`src/rtl/sr_flag_arbiter_if.sv`:
```
// Request/ack handshake for requesters A and B plus the S/R drive and Q
// read-back lines of the latch bank, bundled for the flag arbiter.
interface sr_flag_arbiter_if #(
  parameter int unsigned NFLAGS = 4,
  parameter int unsigned IDXW   = 2
);
  logic              a_req;
  logic              a_op;
  logic [IDXW-1:0]   a_idx;
  logic              a_ack;
  logic              b_req;
  logic              b_op;
  logic [IDXW-1:0]   b_idx;
  logic              b_ack;
  logic [NFLAGS-1:0] s_out;
  logic [NFLAGS-1:0] r_out;
  logic [NFLAGS-1:0] q_in;
  logic              busy;
  logic              err;

  // Requesters and latch bank side: issue requests, return latch Q.
  modport master (
    output a_req, a_op, a_idx,
    output b_req, b_op, b_idx,
    output q_in,
    input  a_ack, b_ack, s_out, r_out, busy, err
  );

  // Arbiter side: accept requests, drive the latch bank.
  modport slave (
    input  a_req, a_op, a_idx,
    input  b_req, b_op, b_idx,
    input  q_in,
    output a_ack, b_ack, s_out, r_out, busy, err
  );
endinterface

```
`src/rtl/sr_flag_arbiter.sv`:
```
// Round-robin arbiter that shares a bank of SR flag latches between two
// requesters. Each granted request becomes a single S or R pulse of
// PULSE_LEN cycles, followed by a one-cycle Q read-back check. S and R are
// never high together and at most one latch is driven at a time.
module sr_flag_arbiter #(
  parameter int unsigned NFLAGS    = 4,
  parameter int unsigned IDXW      = 2,
  parameter int unsigned PULSE_LEN = 2
) (
  input  logic            clk,
  input  logic            rst_n,
  sr_flag_arbiter_if.slave bus
);

  localparam int unsigned CNTW = (PULSE_LEN > 1) ? $clog2(PULSE_LEN) : 1;
  localparam logic [CNTW-1:0] CNT_LAST = CNTW'(PULSE_LEN - 1);

  typedef enum logic [1:0] {
    IDLE  = 2'd0,
    PULSE = 2'd1,
    CHECK = 2'd2
  } state_e;

  // Captured request payload: operation (1 = set, 0 = clear) and target.
  typedef struct packed {
    logic            op;
    logic [IDXW-1:0] idx;
  } req_t;

  state_e            state_q, state_d;
  logic [CNTW-1:0]   cnt_q, cnt_d;
  req_t              cur_q, cur_d;
  logic              owner_q, owner_d;     // 0 = A, 1 = B
  logic              prio_b_q, prio_b_d;   // B wins the next tie when set
  logic [NFLAGS-1:0] s_out_q, s_out_d;
  logic [NFLAGS-1:0] r_out_q, r_out_d;
  logic              a_ack_q, a_ack_d;
  logic              b_ack_q, b_ack_d;
  logic              busy_q, busy_d;
  logic              err_q, err_d;

  req_t              a_pl_c;
  req_t              b_pl_c;
  logic [NFLAGS-1:0] cur_oh_c;
  logic              q_bit_c;
  logic              in_range_c;

  // One-hot select of a flag index; all-zero when the index is out of range.
  function automatic logic [NFLAGS-1:0] decode(input logic [IDXW-1:0] idx);
    logic [NFLAGS-1:0] oh;
    oh = '0;
    for (int unsigned i = 0; i < NFLAGS; i++) begin
      oh[i] = (32'(idx) == i);
    end
    return oh;
  endfunction

  // Request payloads and read-back of the latch addressed by the current op.
  assign a_pl_c     = '{op: bus.a_op, idx: bus.a_idx};
  assign b_pl_c     = '{op: bus.b_op, idx: bus.b_idx};
  assign cur_oh_c   = decode(cur_q.idx);
  assign in_range_c = |cur_oh_c;
  assign q_bit_c    = |(bus.q_in & cur_oh_c);

  // State, payload and registered outputs; reset drops any in-flight op.
  always_ff @(posedge clk or negedge rst_n) begin
    if (!rst_n) begin
      state_q  <= IDLE;
      cnt_q    <= '0;
      cur_q    <= '0;
      owner_q  <= 1'b0;
      prio_b_q <= 1'b0;
      s_out_q  <= '0;
      r_out_q  <= '0;
      a_ack_q  <= 1'b0;
      b_ack_q  <= 1'b0;
      busy_q   <= 1'b0;
      err_q    <= 1'b0;
    end else begin
      state_q  <= state_d;
      cnt_q    <= cnt_d;
      cur_q    <= cur_d;
      owner_q  <= owner_d;
      prio_b_q <= prio_b_d;
      s_out_q  <= s_out_d;
      r_out_q  <= r_out_d;
      a_ack_q  <= a_ack_d;
      b_ack_q  <= b_ack_d;
      busy_q   <= busy_d;
      err_q    <= err_d;
    end
  end

  // Next state and next registered outputs; the values computed here are
  // what the outputs show in the following cycle.
  always_comb begin
    state_d  = state_q;
    cnt_d    = cnt_q;
    cur_d    = cur_q;
    owner_d  = owner_q;
    prio_b_d = prio_b_q;
    s_out_d  = '0;
    r_out_d  = '0;
    a_ack_d  = 1'b0;
    b_ack_d  = 1'b0;
    busy_d   = 1'b0;
    err_d    = err_q;

    case (state_q)
      IDLE: begin
        if (bus.a_req || bus.b_req) begin
          // Tie goes to whoever was not served last.
          owner_d = (bus.a_req && bus.b_req) ? prio_b_q : bus.b_req;
          cur_d   = owner_d ? b_pl_c : a_pl_c;
          cnt_d   = '0;
          state_d = PULSE;
          busy_d  = 1'b1;
          if (cur_d.op) begin
            s_out_d = decode(cur_d.idx);
          end else begin
            r_out_d = decode(cur_d.idx);
          end
        end
      end

      PULSE: begin
        busy_d = 1'b1;
        if (cnt_q == CNT_LAST) begin
          // Pulse ends; the ack is shown during the check cycle.
          state_d = CHECK;
          a_ack_d = ~owner_q;
          b_ack_d = owner_q;
        end else begin
          cnt_d   = cnt_q + CNTW'(1);
          s_out_d = s_out_q;
          r_out_d = r_out_q;
        end
      end

      CHECK: begin
        // S/R have been low for a full cycle, so Q has settled.
        if (!in_range_c || (q_bit_c != cur_q.op)) begin
          err_d = 1'b1;
        end
        prio_b_d = ~owner_q;
        cnt_d    = '0;
        state_d  = IDLE;
      end

      default: begin
        state_d = IDLE;
      end
    endcase
  end

  assign bus.s_out = s_out_q;
  assign bus.r_out = r_out_q;
  assign bus.a_ack = a_ack_q;
  assign bus.b_ack = b_ack_q;
  assign bus.busy  = busy_q;
  assign bus.err   = err_q;

endmodule

```
`src/flat_wrapper.sv`:
```
// flat-port wrapper written by rule: the top's interface ports become plain ports
module sr_flag_arbiter_flat 
#(
  parameter int unsigned NFLAGS    = 4,
  parameter int unsigned IDXW      = 2,
  parameter int unsigned PULSE_LEN = 2
)
  (clk, rst_n, bus_a_req, bus_a_op, bus_a_idx, bus_b_req, bus_b_op, bus_b_idx, bus_q_in, bus_a_ack, bus_b_ack, bus_s_out, bus_r_out, bus_busy, bus_err);
  sr_flag_arbiter_if #(.NFLAGS(NFLAGS), .IDXW(IDXW)) bus_i ();
  input  logic clk;
  input  logic rst_n;
  input wire logic [$bits(bus_i.a_req)-1:0] bus_a_req;
  input wire logic [$bits(bus_i.a_op)-1:0] bus_a_op;
  input wire logic [$bits(bus_i.a_idx)-1:0] bus_a_idx;
  input wire logic [$bits(bus_i.b_req)-1:0] bus_b_req;
  input wire logic [$bits(bus_i.b_op)-1:0] bus_b_op;
  input wire logic [$bits(bus_i.b_idx)-1:0] bus_b_idx;
  input wire logic [$bits(bus_i.q_in)-1:0] bus_q_in;
  output wire logic [$bits(bus_i.a_ack)-1:0] bus_a_ack;
  output wire logic [$bits(bus_i.b_ack)-1:0] bus_b_ack;
  output wire logic [$bits(bus_i.s_out)-1:0] bus_s_out;
  output wire logic [$bits(bus_i.r_out)-1:0] bus_r_out;
  output wire logic [$bits(bus_i.busy)-1:0] bus_busy;
  output wire logic [$bits(bus_i.err)-1:0] bus_err;
  assign bus_i.a_req = bus_a_req;
  assign bus_i.a_op = bus_a_op;
  assign bus_i.a_idx = bus_a_idx;
  assign bus_i.b_req = bus_b_req;
  assign bus_i.b_op = bus_b_op;
  assign bus_i.b_idx = bus_b_idx;
  assign bus_i.q_in = bus_q_in;
  assign bus_a_ack = bus_i.a_ack;
  assign bus_b_ack = bus_i.b_ack;
  assign bus_s_out = bus_i.s_out;
  assign bus_r_out = bus_i.r_out;
  assign bus_busy = bus_i.busy;
  assign bus_err = bus_i.err;
  sr_flag_arbiter #(.NFLAGS(NFLAGS), .IDXW(IDXW), .PULSE_LEN(PULSE_LEN)) u_core (.clk(clk), .rst_n(rst_n), .bus(bus_i));
endmodule
```
`config.mk`:
```
export PLATFORM = sky130hd
export DESIGN_NAME = sr_flag_arbiter_flat
export DESIGN_NICKNAME = d
export VERILOG_FILES = /design/src/rtl/sr_flag_arbiter_if.sv /design/src/rtl/sr_flag_arbiter.sv /design/src/flat_wrapper.sv
export SDC_FILE = /design/constraint.sdc
export NUM_CORES = 1
export LEC_CHECK = 0
export CAP_MARGIN = 20
export CORE_MARGIN = 5
export CORE_UTILIZATION = 50
export CTS_CLUSTER_SIZE = 28
export DETAILED_ROUTE_END_ITERATION = 6
export PLACE_DENSITY = 0.82
export REMOVE_ABC_BUFFERS = 1
export SETUP_SLACK_MARGIN = 0.5
export SLEW_MARGIN = 0
export SYNTH_ARGS = -nofsm -noshare
export SYNTH_HDL_FRONTEND = slang
export SYNTH_SLANG_ARGS = --single-unit
```
`constraint.sdc`:
```
create_clock -name clk -period 2.45 [get_ports clk]
set_clock_uncertainty 0.05 [all_clocks]
set_input_delay 0.245 -clock clk [delete_from_list [all_inputs] [get_ports clk]]
set_output_delay 0.245 -clock clk [all_outputs]
set_load 0.05 [all_outputs]
```
Word-level counts from Yosys, hierarchy flattened
Cells that the tools add are included.

word-level totals
  register bits = 20
  input port bits = 14
  output and inout bits = 12
  logic and storage cells = 61

operators by class
  $add $sub $neg = 1
  eq/ne operators = 11
  muxes and demuxes = 21
  bitwise logic cells = 2
  reduce and logical (&&, ||, !) cells = 14

operator list
  operator             number
  $mux 4               5
  $pmux 4 s2           2
  $eq 2x2->1 const B   5
  $mux 1               8
  $reduce_and 2->1     4
  $reduce_or 4->1      2
  $eq 2x1->1 const B   3
  $logic_not 2->1      3
  $and 4x4->4          1
  $mux 2               2
  $ne 2x1->1 const B   2
  $pmux 2 s2           1
  $mux 3               1
  $pmux 1 s3           1
  $reduce_bool 3->1    1
  $logic_or 1x1->1     2
  $pmux 1 s2           1
  $add 1x1->1 const B  1
  $logic_and 1x1->1    1
  $logic_not 1->1      1
  $ne 1x1->1           1
  $not 1->1            1

Longest topological paths before layout
Gate-level depths: netlist of the first run.

  depth in word-level cells = 7
  mapped depth = 5
  mapped depth without buffers = 4

Worst setup path before layout of the first run
OpenSTA, ideal clock, no wires.

  kind = flip-flop to flip-flop
  from = reg u_core.prio_b_q
  to = reg u_core.r_out_q[2], in the netlist u_core.bus.r_out[2]
  setup time = 0.122 ns
  data arrival time = 1.277 ns
  data required time = 2.278 ns
  path slack = 1.001 ns
  stages on the path, launching flop included = 6
  path buffers = 1
  clock period less this slack = 1.449 ns
  cell sequence = dfrtp_1 > nand2b_1 > buf_6 > nand2_4 > mux2_4 > a32o_1

between the ends
  word-level cells in the longest chain between the ends = 6

ends and longest elaborated chain
  item                      RTL line                text
  start: declaration        sr_flag_arbiter.sv:34   logic prio_b_q, prio_b_d;
  start signal: assignment  sr_flag_arbiter.sv:84   prio_b_q <= prio_b_d;
  $mux 1 (*)                sr_flag_arbiter.sv:113  owner_d = (bus.a_req && bus.b_req) ? prio_b_q : bus.b_req;
  $mux 3 (*)                sr_flag_arbiter.sv:114  cur_d = owner_d ? b_pl_c : a_pl_c;
  $eq 2x2->1                sr_flag_arbiter.sv:53   oh[i] = (32'(idx) == i);
  $mux 4 (*)                sr_flag_arbiter.sv:118  if (cur_d.op) begin
  $mux 4 (*)                sr_flag_arbiter.sv:111  if (bus.a_req || bus.b_req) begin
  $pmux 4 s2 (*)            sr_flag_arbiter.sv:109  case (state_q)
  end signal: assignment    sr_flag_arbiter.sv:86   r_out_q <= r_out_d;
  end: declaration          sr_flag_arbiter.sv:36   logic [NFLAGS-1:0] r_out_q, r_out_d;

Mark *: on every way between the ends. The rest lies on a longest branch, timed or not.
A chain may end at the register's enable or synchronous reset.

Final worst setup path of the first run
  from = in bus_b_req
  to = reg u_core.s_out_q[1], in the netlist u_core.bus.s_out[1]

between the ends
  word-level cells in the longest chain between the ends = 7
  elaborated cells on any way between the ends = 8
  classes of those cells = eq/ne: 1; mux: 5; reduce/logical: 2

ends and longest elaborated chain
  item                    RTL line                text
  start: declaration      flat_wrapper.sv:15      input wire logic [$bits(bus_i.b_req)-1:0] bus_b_req;
  $logic_and 1x1->1       sr_flag_arbiter.sv:113
  $mux 1                  sr_flag_arbiter.sv:113
  $mux 3                  sr_flag_arbiter.sv:114
  $eq 2x1->1              sr_flag_arbiter.sv:53
  $mux 4                  sr_flag_arbiter.sv:118
  $mux 4 (*)              sr_flag_arbiter.sv:111
  $pmux 4 s2 (*)          sr_flag_arbiter.sv:109
  end signal: assignment  sr_flag_arbiter.sv:85   s_out_q <= s_out_d;
  end: declaration        sr_flag_arbiter.sv:35   logic [NFLAGS-1:0] s_out_q, s_out_d;

Marked as above.

==> metrics, run 1 <==
pin count of the biggest net entering global routing 21; starting density of the core 54.3%; Post-CTS Setup Bufs 0; Seq/Total Area, Yosys a little over half; area of the core between 0.0015 and 0.002 mm2; layout net count 129; DR vias/cell around 5.7; Post-synth EDFFs 0; detailed-route via count 799; # DRC 0; GRT Overall Usage between 15 and 20%; Post-Synthesis Cells 86; CTS root buf clkbuf_4; RSZ-0062 raised after global routing false; CTS Buffer Depth 2; Power Density ~1100 mW/mm2; routability cong. approximately 0.80; Inserted Clock Buffers 3; CTS tree done; Slew headroom 57.9%; Data required, critical path about 2.6 ns; # clock sinks 20; cell area after synthesis around 960 um2; # fillers 140; I/O Buffers 25; fin crit period around 1.8 ns; VDD IR max roughly 0.00084 V; DP HPWL between 1.5 and 2 mm; commonest non-fill, non-tap cell in the layout clkdlybuf4s50_1; routed wl met2 about 980 um; Die H ~54 um; Pins Over Slew Limit 0; Routed met1 length around 900 um; antenna viol nets, final 0; cts hold-fix bufs 0; fin cells between 100 and 150; Site Rows 15; Crit Path Class input port to flop; drt pass-1 iters 4; Ant. Diodes 0; cts repair resizes 0; later-pin clock latency in the skew report ~0.3 ns; TNS Setup 0 ns; drt first-iter violations 20; most frequent cells in the layout clkdlybuf4s50_1, dfrtp_1, nor2_1, nand2_1; Storage cell area between 500 and 600 um2; kind of end point of the critical path flop; Final Hold Fails 0; DR WL/cell between 15 and 20 um; status complete, no violations; Ports 26; max-capacitance violation count 0; post-layout util 72.6%; WL met3 between 150 and 200 um; crit share post-route about 73%; Worst Max-Slew Pin Slew 0.628 ns; multi-input logic area ~430 um2; HP Class input port to async pin; Reg clk slew, reported paths between 0.1 and 0.15 ns; Inst Count DP ~140; GRT Residual Overflow 0; total routed wirelength ~2.1 mm; synthesized flop and latch total 20; design area approximately 0.0013 mm2; Die Area just under 0.003 mm2; Arr. time, crit path 1.95 ns; Primary FF master, synth dfrtp_1; startpoint types input port; CTS H-tree lvls 1; P&R area growth vs syn 33.7%; Die Wd ~54 um; Async SR Flop Fraction 100%; leakage between 0.5 and 0.6 nW; vias in the first global route 751; setup violators final 0; mean post-synth cell area around 11 um2; yosys warns 0; CP Max Fanout 13; layout cells sized above 1 slightly below 10%; antenna violations before repair 0; Cell variety after synth 35; DP Area approximately 0.0012 mm2; max frequency between 500 and 600 MHz; first-pass GRT wire length approximately 3.5 mm; highest routed layer met4
==> Yosys cell counts, types with 2 or more instances <==
cell       n  area, um2
nor2b_1    3       18.8
a211o_1    2       17.5
nor2_1     7       26.3
a21oi_1    5       25.0
a32o_1     3       30.0
inv_1      2       7.51
o21ai_0    5       25.0
o211ai_1   2       15.0
a22o_1     4       35.0
nand2b_1   3       18.8
dfrtp_1   20        500
nand2_1    7       26.3
==> final cells by class <==
cell class	count	share of cell area (%)
clock inverter	1	2.35
tap	25	2.44
timing repair buffer	26	20.1
multi-input combinational	62	33.6
clock buffer	3	1.76
inverter	2	0.587
sequential	20	39.1
==> cells by family after synthesis <==
| logic type | synth area share [%] |
|---|---|
| buffers and inverters | 2.75 |
| DFF | 52.3 |
| and+or+nand+nor | 17.1 |
| muxes | 6.14 |
| AOI/OAI and AO/OA | 20.8 |
| xor gates and xnor gates | 0.915 |
==> power breakdown <==
group	switching (mW)	total (mW)	internal (mW)
combinational	0.349	0.578	0.229
sequential	0.0892	0.527	0.437
clock	0.102	0.267	0.165
==> metrics by stage <==
stage          hold slack [ns]  setup slack [ns]  total power, mW
2_1_floorplan           -0.101             0.976            0.917
3_3_place_gp             0.409             0.496             1.10
3_5_place_dp             0.416             0.389             1.11
4_1_cts                  0.227             0.651             1.38
5_1_grt                  0.239             0.561             1.46
6_report                 0.222             0.654             1.37
==> metal layers <==
metal	track usage [%]	vias to the layer above
li1	-	372
met1	21.8	375
met2	27.4	42
met3	3.32	10
met4	8.94	0
met5	0	-
==> registers in the layout (all words and copies together) (netlist names) <==
signal and count:
u_core.prio_b_q 1, u_core.bus.r_out 4, u_core.bus.busy 1, u_core.bus.s_out 4
u_core.bus.err 1, u_core.cnt_q 1, u_core.state_q 2, u_core.bus.b_ack 1
u_core.owner_q 1, u_core.cur_q 3, u_core.bus.a_ack 1
==> worst paths after layout <==
| check | start | to | slack, ns | cells after the start |
|---|---|---|---|---|
| worst min register to register | u_core.owner_q | u_core.bus.a_ack | 0.43 | 1 |
| worst max-delay path | bus_b_req | u_core.bus.s_out[1] | 0.65 | 5 |
| max in group asynchronous | rst_n | u_core.cnt_q | 1.92 | 2 |
| worst min-delay path | rst_n | u_core.cur_q[0] | 0.22 | 2 |
| worst max register to register | u_core.prio_b_q | u_core.bus.r_out[2] | 0.83 | 4 |
| min in group clk | u_core.owner_q | u_core.bus.a_ack | 0.43 | 1 |
==> critical path, cell delays in order <==
cell and delay [ns]:
clkdlybuf4s50_1 0.75, a21boi_0 0.14, o21ai_0 0.46, a21oi_1 0.11, a22o_1 0.23
Note: power is estimated with default switching activity, not from simulation.
==> run 2: changes to the inputs <==
CORE_UTILIZATION = 46   (was 50)
PLACE_DENSITY = 0.77   (was 0.82)
clock period = 1.7 ns   (was 2.45 ns; I/O delays follow)
==> run 2 against run 1 <==
- global-route usage down 0.92 points
- critical path depth down 1
- power rose by 61%
- cell count is 14% higher
- count of clock-buffer cells in the layout grew 1
- first-iteration DRC count grew 65%
- combinational power is 100% higher
- clock power rose by 3%
- die area grew 7.0%
- sequential power is 46% higher
- critical endpoint is now u_core.bus.s_out[2]
- largest cell class unchanged
==> metrics, run 2 (same netlist as run 1, synthesis figures left out) <==
status complete, no violations; fin crit period 1.38 ns; setup violators final 0; Die H approximately 56 um; DR WL/cell 15.9 um; Site Rows 16; DP Area about 0.0013 mm2; Worst Max-Slew Pin Slew just over 0.3 ns; pin count of the biggest net entering global routing 21; starting density of the core about half; Ant. Diodes 0; r2r worst-path depth 4; CTS tree done; Reg clk slew, reported paths between 0.1 and 0.15 ns; P&R area growth vs syn 49.3%; HP Class input port to async pin; Pins Over Slew Limit 0; RSZ-0062 raised after global routing true; reg-to-reg startpoint u_core.prio_b_q; commonest non-fill, non-tap cell in the layout buf_4; CTS H-tree lvls 1; Critical Path Start u_core.prio_b_q; kind of end point of the critical path flop; Die Area 0.00309 mm2; Ports 26; # DRC 0; later-pin clock latency in the skew report about 0.30 ns; max-capacitance violation count 0; most frequent cells in the layout buf_4, dfrtp_1, clkdlybuf4s50_1, nand2_1, nor2_1; CTS root buf clkbuf_4; Storage cell area about 500 um2; Die Wd between 50 and 60 um; Final Hold Fails 0; DR vias/cell around 5.5; detailed-route via count ~860; Arr. time, crit path between 1.5 and 2 ns; I/O Buffers 25; crit share post-route between 80% and 90%; VDD IR max between 0.001 and 0.0015 V; Inserted Clock Buffers 3; Crit Path Class flop to flop; layout cells sized above 1 38.2%; Slew headroom about four fifths; routability cong. approximately 0.84; vias in the first global route between 800 and 900; Power Density ~1500 mW/mm2; layout net count between 100 and 150; GRT Residual Overflow 0; # fillers between 100 and 150; TNS Setup 0 ns; max frequency ~720 MHz; Data required, critical path 1.85 ns; CTS Buffer Depth 2; DP HPWL between 1.5 and 2 mm; total routed wirelength between 2 and 3 mm; worst reg2reg endpoint u_core.bus.s_out[2]; leakage between 0.6 and 0.7 nW; critical path capture point u_core.bus.s_out[2]; design area between 0.001 and 0.0015 mm2; area of the core around 0.002 mm2; first-pass GRT wire length around 4 mm; GRT Overall Usage 16.2%; antenna viol nets, final 0; # clock sinks 20; drt pass-1 iters 4; startpoint types flop; reg2reg setup slack around 0.32 ns; CP Max Fanout 5; drt first-iter violations 33; multi-input logic area approximately 500 um2; antenna violations before repair 0
run 2: worst min-delay path by stage:
stage                             endpoint      startpoint  slack (ns)  depth (start not counted)
after floorplan           u_core.bus.a_ack           rst_n       -0.18                          0
after global placement      u_core.bus.err  u_core.bus.err        0.41                          1
after detailed placement    u_core.bus.err  u_core.bus.err        0.42                          1
after CTS                 u_core.bus.b_ack           rst_n        0.15                          2
after global routing      u_core.bus.b_ack           rst_n        0.16                          2
final                     u_core.bus.a_ack           rst_n        0.14                          2
run 2: layout make-up:
class	count	area share (%)
tap	27	2.36
inverter	2	0.525
multi-input combinational	62	34.2
clock buffer	4	2.54
sequential	20	35.2
timing repair buffer	43	25.1
run 2: metal layers:
layer	global-route usage (%)	up-vias	wire length [um]
met5	0	-	0
met1	20.8	412	1150
met3	3.48	7	145
met4	9.03	0	61
met2	25.2	37	1160
li1	-	408	-
run 2: timing repair:
item / in CTS / in global routing
gates resized for setup: 19 / 9
cloned: 0 / 1
buffers inserted: 5 / 4
hold buffers: 0 / 0
setup endpoints to repair: 14 / 14
pin swaps: 7 / 2
run 2: through the flow:
step | total power [mW] | worst slack [ns] | std cells | util [%] | hold WS [ns]
2_1_floorplan | 1.32 | 0.226 | 84 | - | -0.176
3_3_place_gp | 1.63 | 0.0453 | 144 | 63.3 | 0.410
3_5_place_dp | 1.65 | 0.0213 | 144 | 63.3 | 0.417
4_1_cts | 2.08 | 0.335 | 153 | 69.6 | 0.150
5_1_grt | 2.35 | 0.286 | 158 | 72.1 | 0.158
6_report | 2.21 | 0.318 | 158 | 72.1 | 0.143
run 2: power by group:
part,total (mW),switching (mW),internal (mW)
sequential,0.769,0.134,0.635
combinational,1.16,0.624,0.537
clock,0.274,0.144,0.131
run 2: critical path: stages (launching register included):
cell,delay (ns)
dfrtp_1,0.42
nand2b_4,0.19
nand2_4,0.09
mux2_4,0.30
a32o_1,0.22
